==> config.mk <==
export PLATFORM = sky130hd
export DESIGN_NAME = split_mixed_cond_rx
export DESIGN_NICKNAME = d
export VERILOG_FILES = /design/src/rtl/split_mixed_cond_rx.sv
export SDC_FILE = /design/constraint.sdc
export NUM_CORES = 1
export LEC_CHECK = 0
export CORE_ASPECT_RATIO = 1.75
export CORE_MARGIN = 8
export CORE_UTILIZATION = 45
export DETAILED_ROUTE_END_ITERATION = 6
export GPL_ROUTABILITY_DRIVEN = 0
export PLACE_DENSITY_LB_ADDON = 0.3
export SYNTH_ARGS = -nofsm -noshare
export SYNTH_HDL_FRONTEND = slang
export SYNTH_SLANG_ARGS = --single-unit
==> constraint.sdc <==
create_clock -name clk_e -period 1.97 [get_ports clk_e]
set_input_delay 0.2955 -clock clk_e [delete_from_list [all_inputs] [get_ports clk_e]]
set_output_delay 0.2955 -clock clk_e [all_outputs]
set_load 0.005 [all_outputs]
==> src/rtl/split_mixed_cond_rx.sv <==
// Receive-side decoder for the split-mixed value/status stream: removes OFFSET from
// status=1 beats, passes override beats through, and buffers them in a small FIFO.
module split_mixed_cond_rx #(
  parameter int WIDTH  = 8,
  parameter int OFFSET = 5,
  parameter int DEPTH  = 4,
  parameter int CNT_W  = 8
) (
  input  logic             clk_e,
  input  logic             rst_e,
  input  logic             in_valid_e,
  output logic             in_ready_e,
  input  logic [WIDTH-1:0] in_val_e,
  input  logic             in_status_e,
  output logic             out_valid_e,
  input  logic             out_ready_e,
  output logic [WIDTH-1:0] out_data_e,
  output logic             out_is_override_e,
  input  logic             clr_cnt_e,
  output logic [CNT_W-1:0] cond_cnt_e,
  output logic [CNT_W-1:0] ovr_cnt_e,
  output logic             err_wrap_e
);

  localparam int               AW        = (DEPTH > 1) ? $clog2(DEPTH) : 1;
  localparam logic [AW:0]      L_DEPTH   = DEPTH[AW:0];
  localparam logic [WIDTH-1:0] L_OFFSET  = OFFSET[WIDTH-1:0];
  localparam logic [CNT_W-1:0] L_CNT_MAX = '1;

  // Handshake: a beat moves on an edge where valid and ready are both high.
  // in_ready_e depends only on registered occupancy, never on out_ready_e.
  logic [AW-1:0]    r_wr_ptr;
  logic [AW-1:0]    r_rd_ptr;
  logic [AW:0]      r_count;
  logic [WIDTH-1:0] r_mem     [DEPTH];
  logic             r_mem_ovr [DEPTH];
  logic [CNT_W-1:0] r_cond_cnt;
  logic [CNT_W-1:0] r_ovr_cnt;
  logic             r_err_wrap;

  logic             w_push;
  logic             w_pop;
  logic [WIDTH-1:0] w_dec;
  logic             w_wrap;

  assign in_ready_e        = (r_count != L_DEPTH);
  assign out_valid_e       = (r_count != '0);
  assign w_push            = in_valid_e & in_ready_e;
  assign w_pop             = out_valid_e & out_ready_e;
  assign w_dec             = in_status_e ? (in_val_e - L_OFFSET) : in_val_e;
  assign w_wrap            = in_status_e & (in_val_e < L_OFFSET);
  assign out_data_e        = r_mem[r_rd_ptr];
  assign out_is_override_e = r_mem_ovr[r_rd_ptr];
  assign cond_cnt_e        = r_cond_cnt;
  assign ovr_cnt_e         = r_ovr_cnt;
  assign err_wrap_e        = r_err_wrap;

  // Storage is deliberately not reset; out_valid_e gates its meaning.
  always_ff @(posedge clk_e) begin
    if (w_push && !rst_e) begin
      r_mem[r_wr_ptr]     <= w_dec;
      r_mem_ovr[r_wr_ptr] <= ~in_status_e;
    end
  end

  always_ff @(posedge clk_e) begin
    if (rst_e) begin
      r_wr_ptr <= '0;
      r_rd_ptr <= '0;
      r_count  <= '0;
    end else begin
      if (w_push) r_wr_ptr <= r_wr_ptr + AW'(1);
      if (w_pop)  r_rd_ptr <= r_rd_ptr + AW'(1);
      case ({w_push, w_pop})
        2'b10:   r_count <= r_count + (AW+1)'(1);
        2'b01:   r_count <= r_count - (AW+1)'(1);
        default: r_count <= r_count;
      endcase
    end
  end

  // Clear wins over a same-edge increment or underflow detection.
  always_ff @(posedge clk_e) begin
    if (rst_e || clr_cnt_e) begin
      r_cond_cnt <= '0;
      r_ovr_cnt  <= '0;
      r_err_wrap <= 1'b0;
    end else if (w_push) begin
      if (in_status_e && (r_cond_cnt != L_CNT_MAX)) r_cond_cnt <= r_cond_cnt + CNT_W'(1);
      if (!in_status_e && (r_ovr_cnt != L_CNT_MAX)) r_ovr_cnt <= r_ovr_cnt + CNT_W'(1);
      if (w_wrap) r_err_wrap <= 1'b1;
    end
  end

endmodule

==> results of run 1 <==
-- power groups by stage --
stage | clock (mW) | combinational (mW) | sequential [mW]
2_1_floorplan | 0 | 0.517 | 1.57
3_3_place_gp | 0 | 1.01 | 1.57
3_5_place_dp | 0 | 1.02 | 1.58
4_1_cts | 1.07 | 1.05 | 1.55
5_1_grt | 1.12 | 1.13 | 1.57
6_report | 1.04 | 1.02 | 1.55
-- critical path, stage by stage, from the launching register on --
cell and delay (ns):
dfxtp_2 0.34, nor3b_4 0.24, inv_2 0.08, nand2_4 0.08, ha_4 0.14, inv_1 0.05
fa_2 0.32, xor2_1 0.15, or3_1 0.31, a21oi_1 0.12
-- layout by cell type (no fill, tap or decap), types with 2 or more instances in the layout --
cell type        synthesis  final
clkbuf_2                 0      6
buf_12                   0      5
clkinv_1                 0      2
and2_1                   5      5
clkbuf_1                 3      2
a21oi_1                 13     13
xnor2_1                  6      6
nor2_1                  19     19
nor4_1                   5      5
nand2_1                  9      8
nand4_1                  3      3
mux2i_1                  2      2
or3_2                    2      2
nand3_1                  7      7
o21ai_0                  8      8
dfxtp_2                  0      4
buf_4                    1     28
clkdlybuf4s50_1          0     32
o31ai_1                  4      4
edfxtp_1                36     36
or3_1                    5      5
dfxtp_1                 26     22
ha_1                     8      7
mux4_2                   9      9
o21a_1                   2      2
inv_1                   12     11
or4_1                    5      5
dlygate4sd2_1            0      3
clkbuf_8                 0      9
xor2_1                  10     10
-- registers in the layout (all words and copies together) (netlist names), named ones only --
signal,cells
r_rd_ptr,2
err_wrap_e,1
r_wr_ptr,2
r_count,3
ovr_cnt_e,8
r_mem_ovr,4
cond_cnt_e,8
r_mem,32
-- per-stage QoR --
stage	TNS [ns]	util, %	hold WS [ns]
2_1_floorplan	0	-	0.455
3_3_place_gp	-0.421	59.6	0.471
3_5_place_dp	-0.986	59.6	0.487
4_1_cts	-0.00682	63.3	0.503
5_1_grt	0	63.0	0.521
6_report	0	63.0	0.498
-- routing by layer --
| metal | vias up | track usage (%) |
|---|---|---|
| met5 | - | 0 |
| met4 | 0 | 6.67 |
| met3 | 8 | 4.91 |
| met2 | 45 | 25.3 |
| met1 | 950 | 14.0 |
| li1 | 943 | - |
-- cell type report --
cell class,count,area [sq um]
clock inverter,5,50.0
clock buffer,11,131
timing repair buffer,74,687
inverter,12,45.0
tap,78,97.6
sequential,62,1610
fill,503,2160
multi-input combinational,132,1060
-- final timing paths --
path	from	depth (start not counted)	slack (ns)	end
setup reg to reg	r_count[1]	9	0.08	r_count[2]
hold / removal	r_wr_ptr[1]	2	0.50	r_wr_ptr[1]
hold reg to reg	r_wr_ptr[1]	2	0.50	r_wr_ptr[1]
setup / recovery	r_count[1]	9	0.08	r_count[2]
-- cell families after synthesis --
kind of cell    after synthesis  synth area share, %
mux                          11                 8.21
xor+xnor                     16                 5.17
flops                        62                 59.1
buf+inv                      20                 3.28
simple gates                 65                 13.0
compound gates               31                 6.88
fa+ha+maj                     9                 4.43
-- repair_timing --
| item | 4_1_cts | 5_1_grt |
|---|---|---|
| pin swaps | 1 | 2 |
| buffers inserted | 3 | 1 |
| setup endpoints to repair | 10 | 9 |
| resized for setup | 18 | 7 |
==> summary.txt, run 1 <==
Synth
  • Sequential area share after synthesis: 59.1%
  • Post-synth EDFFs: 36
  • Dominant cells by area after synthesis: edfxtp_1, dfxtp_1, mux4_2
  • Cells after Synth: 214
  • Top-area cell type share of the netlist area: 39.9%
  • Top_reg_cell synth: edfxtp_1
  • Async SR Flop Fraction: 0%
  • Count leader, synth: edfxtp_1
  • Yosys warns: 0
  • Synth top cells by count: edfxtp_1, dfxtp_1, nor2_1, a21oi_1, inv_1
  • Syn_nets: 237
  • FF+latch count, synth: 62
  • Combined area of all synthesized cells: 2710 sq um
  • Synth unique cells: 36
  • Avg Cell Area, Syn: 12.7 sq um
  • Largest area contributor in the netlist: edfxtp_1

Timing
  • Finish-stage setup viols: 0
  • PnR worst setup slack: 0.0840 ns
  • Final Skew: 0.00292 ns
  • Fin. Hold Viols: 0
  • Slew @ Worst Pin: 0.362 ns
  • Max-slew violation count: 0
  • RSZ-0062 raised after global routing: no
  • Slew Limit Headroom: 75.7%
  • Minimum clock period: 1.89 ns
  • Tcrit/Tclk final: 95.7%
  • Fmax: 530 MHz

Place
  • DP Cell Count: 354
  • Final HPWL from detailed placement: 4.26 mm
  • IO Port Bufs: 41
  • Area after DPL: 3480 sq um
  • Pre-CTS WS: -0.230 ns

Worst setup path
  • Kind of start point of the critical path: flip-flop
  • Critical Path End Type: flip-flop
  • Crit Path Class: flip-flop to flip-flop
  • Maximum fanout along the worst path: 2
  • Critical Path AT: 2.15 ns
  • Critical path required time: 2.23 ns

Clock network
  • Root Buffer: clkbuf_8
  • TritonCTS clock tree: yes
  • Sink Count: 62
  • Reg clk slew, reported paths: 0.06 ns
  • TritonCTS Buffers: 9
  • Clk_lat worst skew: 0.33 ns
  • Hold Buf Count CTS: 0
  • Clock buffer depth: 2
  • H-tree depth: 3

Final layout
  • Layout net count: 314
  • Ant diodes: 0
  • Design Area, Final: 3680 sq um
  • Layout cell share with drive strength beyond 1: 25.7%
  • Area Growth Syn to Fin: 35.6%
  • Fin cells: 374

Flow run
  • Max-cap check violation count: 0

Pwr
  • Power Internal: 2.66 mW
  • Switching Share: 26.2%
  • Power Total: 3.61 mW
  • Sequential power share: 43.0%
  • Pleak: 1.31 nW
  • Switching Power: 0.947 mW
  • Peak VDD IR: 677 uV
  • Pwr dens: 982 nW/um^2
  • Clock Power Share: 28.7%
  • Combinational share of power: 28.3%

Floorplan
  • Top Ports: 42
  • Num rows: 37
  • Initial core utilization: 46.5%
  • Die Wd: 74.7 um
  • Core region area: 5830 sq um
  • Die Ht: 119 um
  • Full die area: 8860 sq um

Global routing
  • Largest net degree at the start of global routing: 16
  • GRT Total Usage: 14.3%
  • Number of global-route vias before repair: 2054
  • Total grt overflow: 0
  • Initial antenna violation count: 0
  • Global-route wire length before repair: 9.54 mm

Route
  • Vias/cell: 5.20
  • Met2 WL post-DR: 3.21 mm
  • DRC Markers: 0
  • Top Layer Used: met4
  • Vias: 1946
  • WL/cell: 15.6 um
  • WL met1: 2.22 mm
  • Detail Route Antenna Nets: 0
  • Pre-antenna DRT Iters: 4
  • Routed WL: 5.82 mm
  • Iter 0 DRT Violations: 71
  • Routed wl met3: 283 um

Status
  • Status: completed

Worst hold path
  • Worst min path class: flip-flop to flip-flop
Note: power is estimated with default switching activity, not from simulation.
==> run 2, diff against run 1 <==
- CORE_UTILIZATION: 45 -> 30
==> summary.txt, run 2 (synthesized netlist as in run 1, its figures left out) <==
Route
  • DRC Markers: 0 (unchanged)
  • Iter 0 DRT Violations: 84 (was 71)
  • WL/cell: 14.7 um (was 15.6 um)
  • Detail Route Antenna Nets: 0 (unchanged)
  • Routed wl met3: 241 um (was 283 um)
  • Routed WL: 6.04 mm (was 5.82 mm)
  • Vias/cell: 4.65 (was 5.20)
  • Vias: 1913 (was 1946)
  • Met2 WL post-DR: 3.37 mm (was 3.21 mm)
  • WL met1: 2.31 mm (was 2.22 mm)
  • Pre-antenna DRT Iters: 4 (unchanged)
  • Top Layer Used: met4 (unchanged)

Timing
  • Max-slew violation count: 0 (unchanged)
  • Final Skew: 0.00595 ns (was 0.00292 ns)
  • Fin. Hold Viols: 0 (unchanged)
  • Tcrit/Tclk final: 96.4% (was 95.7%)
  • Setup TNS: 0 ns (unchanged)
  • Minimum clock period: 1.90 ns (was 1.89 ns)
  • Slew @ Worst Pin: 0.418 ns (was 0.362 ns)
  • Slew Limit Headroom: 71.8% (was 75.7%)
  • Finish-stage setup viols: 0 (unchanged)
  • RSZ-0062 raised after global routing: yes (was no)
  • Fmax: 527 MHz (was 530 MHz)

Pwr
  • Combinational share of power: 24.0% (was 28.3%)
  • Clock Power Share: 38.5% (was 28.7%)
  • Sequential power share: 37.5% (was 43.0%)
  • Switching Share: 24.2% (was 26.2%)
  • Pleak: 1.35 nW (was 1.31 nW)
  • Peak VDD IR: 569 uV (was 677 uV)
  • Pwr dens: 1090 nW/um^2 (was 982 nW/um^2)
  • Power Internal: 3.16 mW (was 2.66 mW)
  • Switching Power: 1.01 mW (was 0.947 mW)

Worst setup path
  • Critical R2R Launch: r_count[2] (was r_count[1])
  • Critical path required time: 1.67 ns (was 2.23 ns)
  • Maximum fanout along the worst path: 4 (was 2)
  • Crit Path Class: flip-flop to output pin (was flip-flop to flip-flop)
  • Kind of start point of the critical path: flip-flop (unchanged)
  • Critical Path AT: 1.60 ns (was 2.15 ns)
  • CP startpoint: r_count[2] (was r_count[1])
  • Critical Path End Type: output pin (was flip-flop)

Floorplan
  • Full die area: 12500 sq um (was 8860 sq um)
  • Die Wd: 87.9 um (was 74.7 um)
  • Initial core utilization: 30.4% (was 46.5%)
  • Die Ht: 142 um (was 119 um)
  • Num rows: 46 (was 37)
  • Top Ports: 42 (unchanged)
  • Core region area: 8920 sq um (was 5830 sq um)

Clock network
  • Sink Count: 62 (unchanged)
  • TritonCTS Buffers: 9 (unchanged)
  • Root Buffer: clkbuf_16 (was clkbuf_8)
  • Clk_lat worst skew: 0.33 ns (about the same)
  • Post-CTS Setup Repair Bufs: 0 (was 3)
  • TritonCTS clock tree: yes (unchanged)
  • H-tree depth: 3 (unchanged)
  • Reg clk slew, reported paths: 0.05 ns (was 0.06 ns)
  • Clock buffer depth: 2 (unchanged)

Final layout
  • Area of the multi-input gates: 1060 sq um (about the same)
  • Fin cells: 411 (was 374)
  • Largest register FFs: 32 (unchanged)
  • Register Area: 1610 sq um (about the same)
  • Most frequent cells in the layout: edfxtp_1, clkdlybuf4s50_1, buf_4 (unchanged)
  • Layout cell share with drive strength beyond 1: 23.4% (was 25.7%)
  • Area Growth Syn to Fin: 41.7% (was 35.6%)
  • Layout net count: 309 (was 314)
  • # fillers: 844 (was 503)
  • Largest Register: r_mem (unchanged)
  • Most common cell after layout, fill and taps aside: edfxtp_1 (unchanged)
  • Ant diodes: 0 (unchanged)

Global routing
  • Initial antenna violation count: 0 (unchanged)
  • Number of global-route vias before repair: 2020 (was 2054)
  • GRT Total Usage: 10.7% (was 14.3%)
  • Largest net degree at the start of global routing: 16 (unchanged)
  • Global-route wire length before repair: 9.89 mm (was 9.54 mm)
  • Total grt overflow: 0 (unchanged)

Flow run
  • Max-cap check violation count: 0 (unchanged)

Status
  • Status: completed (unchanged)

Place
  • DP Cell Count: 395 (was 354)
  • Final HPWL from detailed placement: 4.47 mm (was 4.26 mm)
  • IO Port Bufs: 41 (unchanged)

Worst hold path
  • Worst min path class: flip-flop to flip-flop (unchanged)
  • Hold Crit Start: err_wrap_e (was r_wr_ptr[1])
==> run 2: cell types whose count changed in the layout (fill, tap and decap cells not counted), moves of 2 or more <==
cell,change
dlygate4sd2_1,+3
clkdlybuf4s15_1,+3
clkbuf_16,+10
clkbuf_2,-6
buf_4,-4
clkbuf_8,-8
clkinv_1,-2
==> run 2: per-layer routing <==
metal	track usage [%]	vias up
li1	-	945
met1	9.98	921
met2	19.4	38
met3	3.77	9
met4	6.02	0
met5	0	-
==> run 2: final timing paths <==
| check | endpoint | cells past startpoint | slack, ns |
|---|---|---|---|
| setup / recovery | out_valid_e | 3 | 0.07 |
| hold / removal | err_wrap_e | 1 | 0.48 |
| setup reg to reg | r_count[2] | 9 | 0.07 |
| hold reg to reg | err_wrap_e | 1 | 0.48 |
==> run 2: cell type report <==
class | instances | share of cell area [%]
Tap cell | 120 | 3.91
Multi-Input combinational cell | 132 | 27.7
Inverter | 12 | 1.17
Clock inverter | 3 | 1.04
Timing Repair Buffer | 69 | 17.3
Clock buffer | 13 | 7.07
Sequential cell | 62 | 41.9
==> run 2: stage by stage <==
stage / instance area, sq um / setup WS [ns] / hold slack (ns) / utilization (%) / power (mW)
3_3_place_gp: 3510 / -0.176 / 0.467 / 39.3 / 2.60
5_1_grt: 3840 / -0.0277 / 0.503 / 43.1 / 4.38
6_report: 3840 / 0.0713 / 0.483 / 43.1 / 4.17
3_5_place_dp: 3510 / -0.223 / 0.458 / 39.3 / 2.62
2_1_floorplan: 2730 / 0.00387 / 0.455 / - / 2.09
4_1_cts: 3810 / 0.0102 / 0.483 / 42.7 / 4.20
==> run 2: what timing repair did <==
action	in CTS	in global routing
hold buffers	0	0
setup endpoints to repair	10	5
cloned	0	0
gates resized for setup	11	7
pin swaps	2	1
==> run 2: critical path, stage by stage, from the launching register on <==
cell and delay, ns:
dfxtp_2 0.32, buf_4 0.14, or3_1 0.36, clkdlybuf4s50_1 0.46
==> run 2: power groups by stage <==
| stage | registers [mW] | clock network (mW) | logic, mW |
|---|---|---|---|
| floorplan | 1.57 | 0 | 0.517 |
| global placement | 1.58 | 0 | 1.02 |
| detailed placement | 1.59 | 0 | 1.03 |
| CTS | 1.56 | 1.65 | 0.994 |
| global route | 1.57 | 1.70 | 1.11 |
| finish | 1.56 | 1.61 | 1.00 |
==> run 3, diff against run 2 <==
- CELL_PAD_IN_SITES_DETAIL_PLACEMENT: not set -> 1
- CELL_PAD_IN_SITES_GLOBAL_PLACEMENT: not set -> 1
==> summary.txt, run 3 (synthesized netlist as in run 1, its figures left out) <==
Status
  • Status: completed (unchanged)

Worst setup path
  • Maximum fanout along the worst path: 6 (was 4)
  • Critical Path End Type: output pin (unchanged)
  • Critical Path AT: 1.60 ns (about the same)
  • Kind of start point of the critical path: flip-flop (unchanged)
  • Crit Path Class: flip-flop to output pin (unchanged)
  • Critical path required time: 1.67 ns (about the same)

Final layout
  • Most common cell after layout, fill and taps aside: edfxtp_1 (unchanged)
  • Area Growth Syn to Fin: 43.3% (was 41.7%)
  • Most frequent cells in the layout: edfxtp_1, clkdlybuf4s50_1, buf_4 (unchanged)
  • Final core occ: 43.6% (was 43.1%)
  • Largest register FFs: 32 (unchanged)
  • Ant diodes: 0 (unchanged)
  • Largest Register: r_mem (unchanged)
  • Layout cell share with drive strength beyond 1: 24.5% (was 23.4%)
  • Design Area, Final: 3890 sq um (was 3840 sq um)
  • Layout net count: 313 (was 309)

Global routing
  • GRT Total Usage: 11.7% (was 10.7%)
  • Number of global-route vias before repair: 2200 (was 2020)
  • Largest net degree at the start of global routing: 16 (unchanged)
  • Global-route wire length before repair: 10.8 mm (was 9.89 mm)
  • Total grt overflow: 0 (unchanged)
  • Initial antenna violation count: 0 (unchanged)

Route
  • DRC Markers: 0 (unchanged)
  • WL/cell: 15.9 um (was 14.7 um)
  • Pre-antenna DRT Iters: 2 (was 4)
  • Vias/cell: 4.72 (was 4.65)
  • Routed WL: 6.58 mm (was 6.04 mm)
  • Detail Route Antenna Nets: 0 (unchanged)
  • Vias: 1955 (was 1913)
  • Iter 0 DRT Violations: 61 (was 84)

Clock network
  • Sink Count: 62 (unchanged)
  • H-tree depth: 3 (unchanged)
  • Clock buffer depth: 2 (unchanged)
  • Reg clk slew, reported paths: 0.05 ns (about the same)
  • TritonCTS clock tree: yes (unchanged)
  • TritonCTS Buffers: 9 (unchanged)
  • Clk_lat worst skew: 0.33 ns (about the same)
  • Root Buffer: clkbuf_16 (unchanged)

Timing
  • Finish-stage setup viols: 0 (unchanged)
  • PnR worst setup slack: 0.0750 ns (was 0.0713 ns)
  • Fin Hold WS: 0.488 ns (was 0.483 ns)
  • Slew @ Worst Pin: 0.349 ns (was 0.418 ns)
  • Setup TNS: 0 ns (unchanged)
  • Fin. Hold Viols: 0 (unchanged)
  • Fmax: 528 MHz (was 527 MHz)
  • Final Skew: 0.00556 ns (was 0.00595 ns)
  • Slew Limit Headroom: 76.6% (was 71.8%)
  • RSZ-0062 raised after global routing: yes (unchanged)
  • Minimum clock period: 1.90 ns (about the same)
  • Max-slew violation count: 0 (unchanged)
  • Tcrit/Tclk final: 96.2% (was 96.4%)

Place
  • Final HPWL from detailed placement: 4.97 mm (was 4.47 mm)
  • IO Port Bufs: 41 (unchanged)
  • Pre-CTS WS: -0.249 ns (was -0.223 ns)
  • Area after DPL: 3530 sq um (was 3510 sq um)

Pwr
  • Peak VDD IR: 636 uV (was 569 uV)
  • Pwr dens: 1120 nW/um^2 (was 1090 nW/um^2)
  • Pleak: 1.38 nW (was 1.35 nW)

Floorplan
  • Full die area: 12500 sq um (unchanged)
  • Num rows: 46 (unchanged)
  • Die Ht: 142 um (unchanged)
  • Top Ports: 42 (unchanged)
  • Core region area: 8920 sq um (unchanged)
  • Die Wd: 87.9 um (unchanged)
  • Initial core utilization: 30.4% (unchanged)

Worst hold path
  • Worst min path class: flip-flop to flip-flop (unchanged)

Flow run
  • Max-cap check violation count: 0 (unchanged)
[run 3: routing by layer]
metal | share of wire, % | vias up | track usage, %
met1 | 35 | 967 | 10.2
li1 | - | 942 | -
met3 | 5.7 | 10 | 4.06
met2 | 57 | 36 | 22.0
met5 | 0 | - | 0
met4 | 2.3 | 0 | 6.57
[run 3: per-stage QoR]
stage | cells | power (mW)
2_1_floorplan | 214 | 2.09
3_3_place_gp | 396 | 2.60
3_5_place_dp | 396 | 2.63
4_1_cts | 414 | 4.41
5_1_grt | 414 | 4.57
6_report | 414 | 4.36
[run 3: area by class of cell]
| type | instances | area [sq um] |
|---|---|---|
| clock buffers | 10 | 229 |
| flip-flops and latches | 62 | 1610 |
| multi-input cells | 132 | 1050 |
| repair buffers | 73 | 703 |
| fillers | 962 | 5030 |
| well taps | 120 | 150 |
| inverters | 12 | 45.0 |
| clock inverters | 5 | 98.8 |
[run 3: worst max-delay path: stages (launching register included)]
cell and delay [ns]:
dfxtp_2 0.33, buf_12 0.12, buf_6 0.11, mux4_2 0.49, clkdlybuf4s15_1 0.22
[run 3: worst paths after layout]
kind / to / slack (ns) / depth (start not counted) / start
hold / removal: err_wrap_e / 0.49 / 1 / err_wrap_e
setup reg to reg: r_count[2] / 0.07 / 9 / r_count[1]
setup / recovery: out_data_e[1] / 0.07 / 4 / flip-flop
hold reg to reg: err_wrap_e / 0.49 / 1 / err_wrap_e
[run 3: power by group]
| group | switching [mW] | internal (mW) | total, mW |
|---|---|---|---|
| Clock | 0.529 | 1.22 | 1.75 |
| Combinational | 0.446 | 0.612 | 1.06 |
| Sequential | 0.0560 | 1.50 | 1.55 |
| Total | 1.03 | 3.33 | 4.36 |
[run 3: timing repair]
item	in CTS	in global routing
hold buffers	0	0
gates resized for setup	15	7
endpoints found under the setup margin	10	6
setup buffers	3	0
pin swaps	2	1
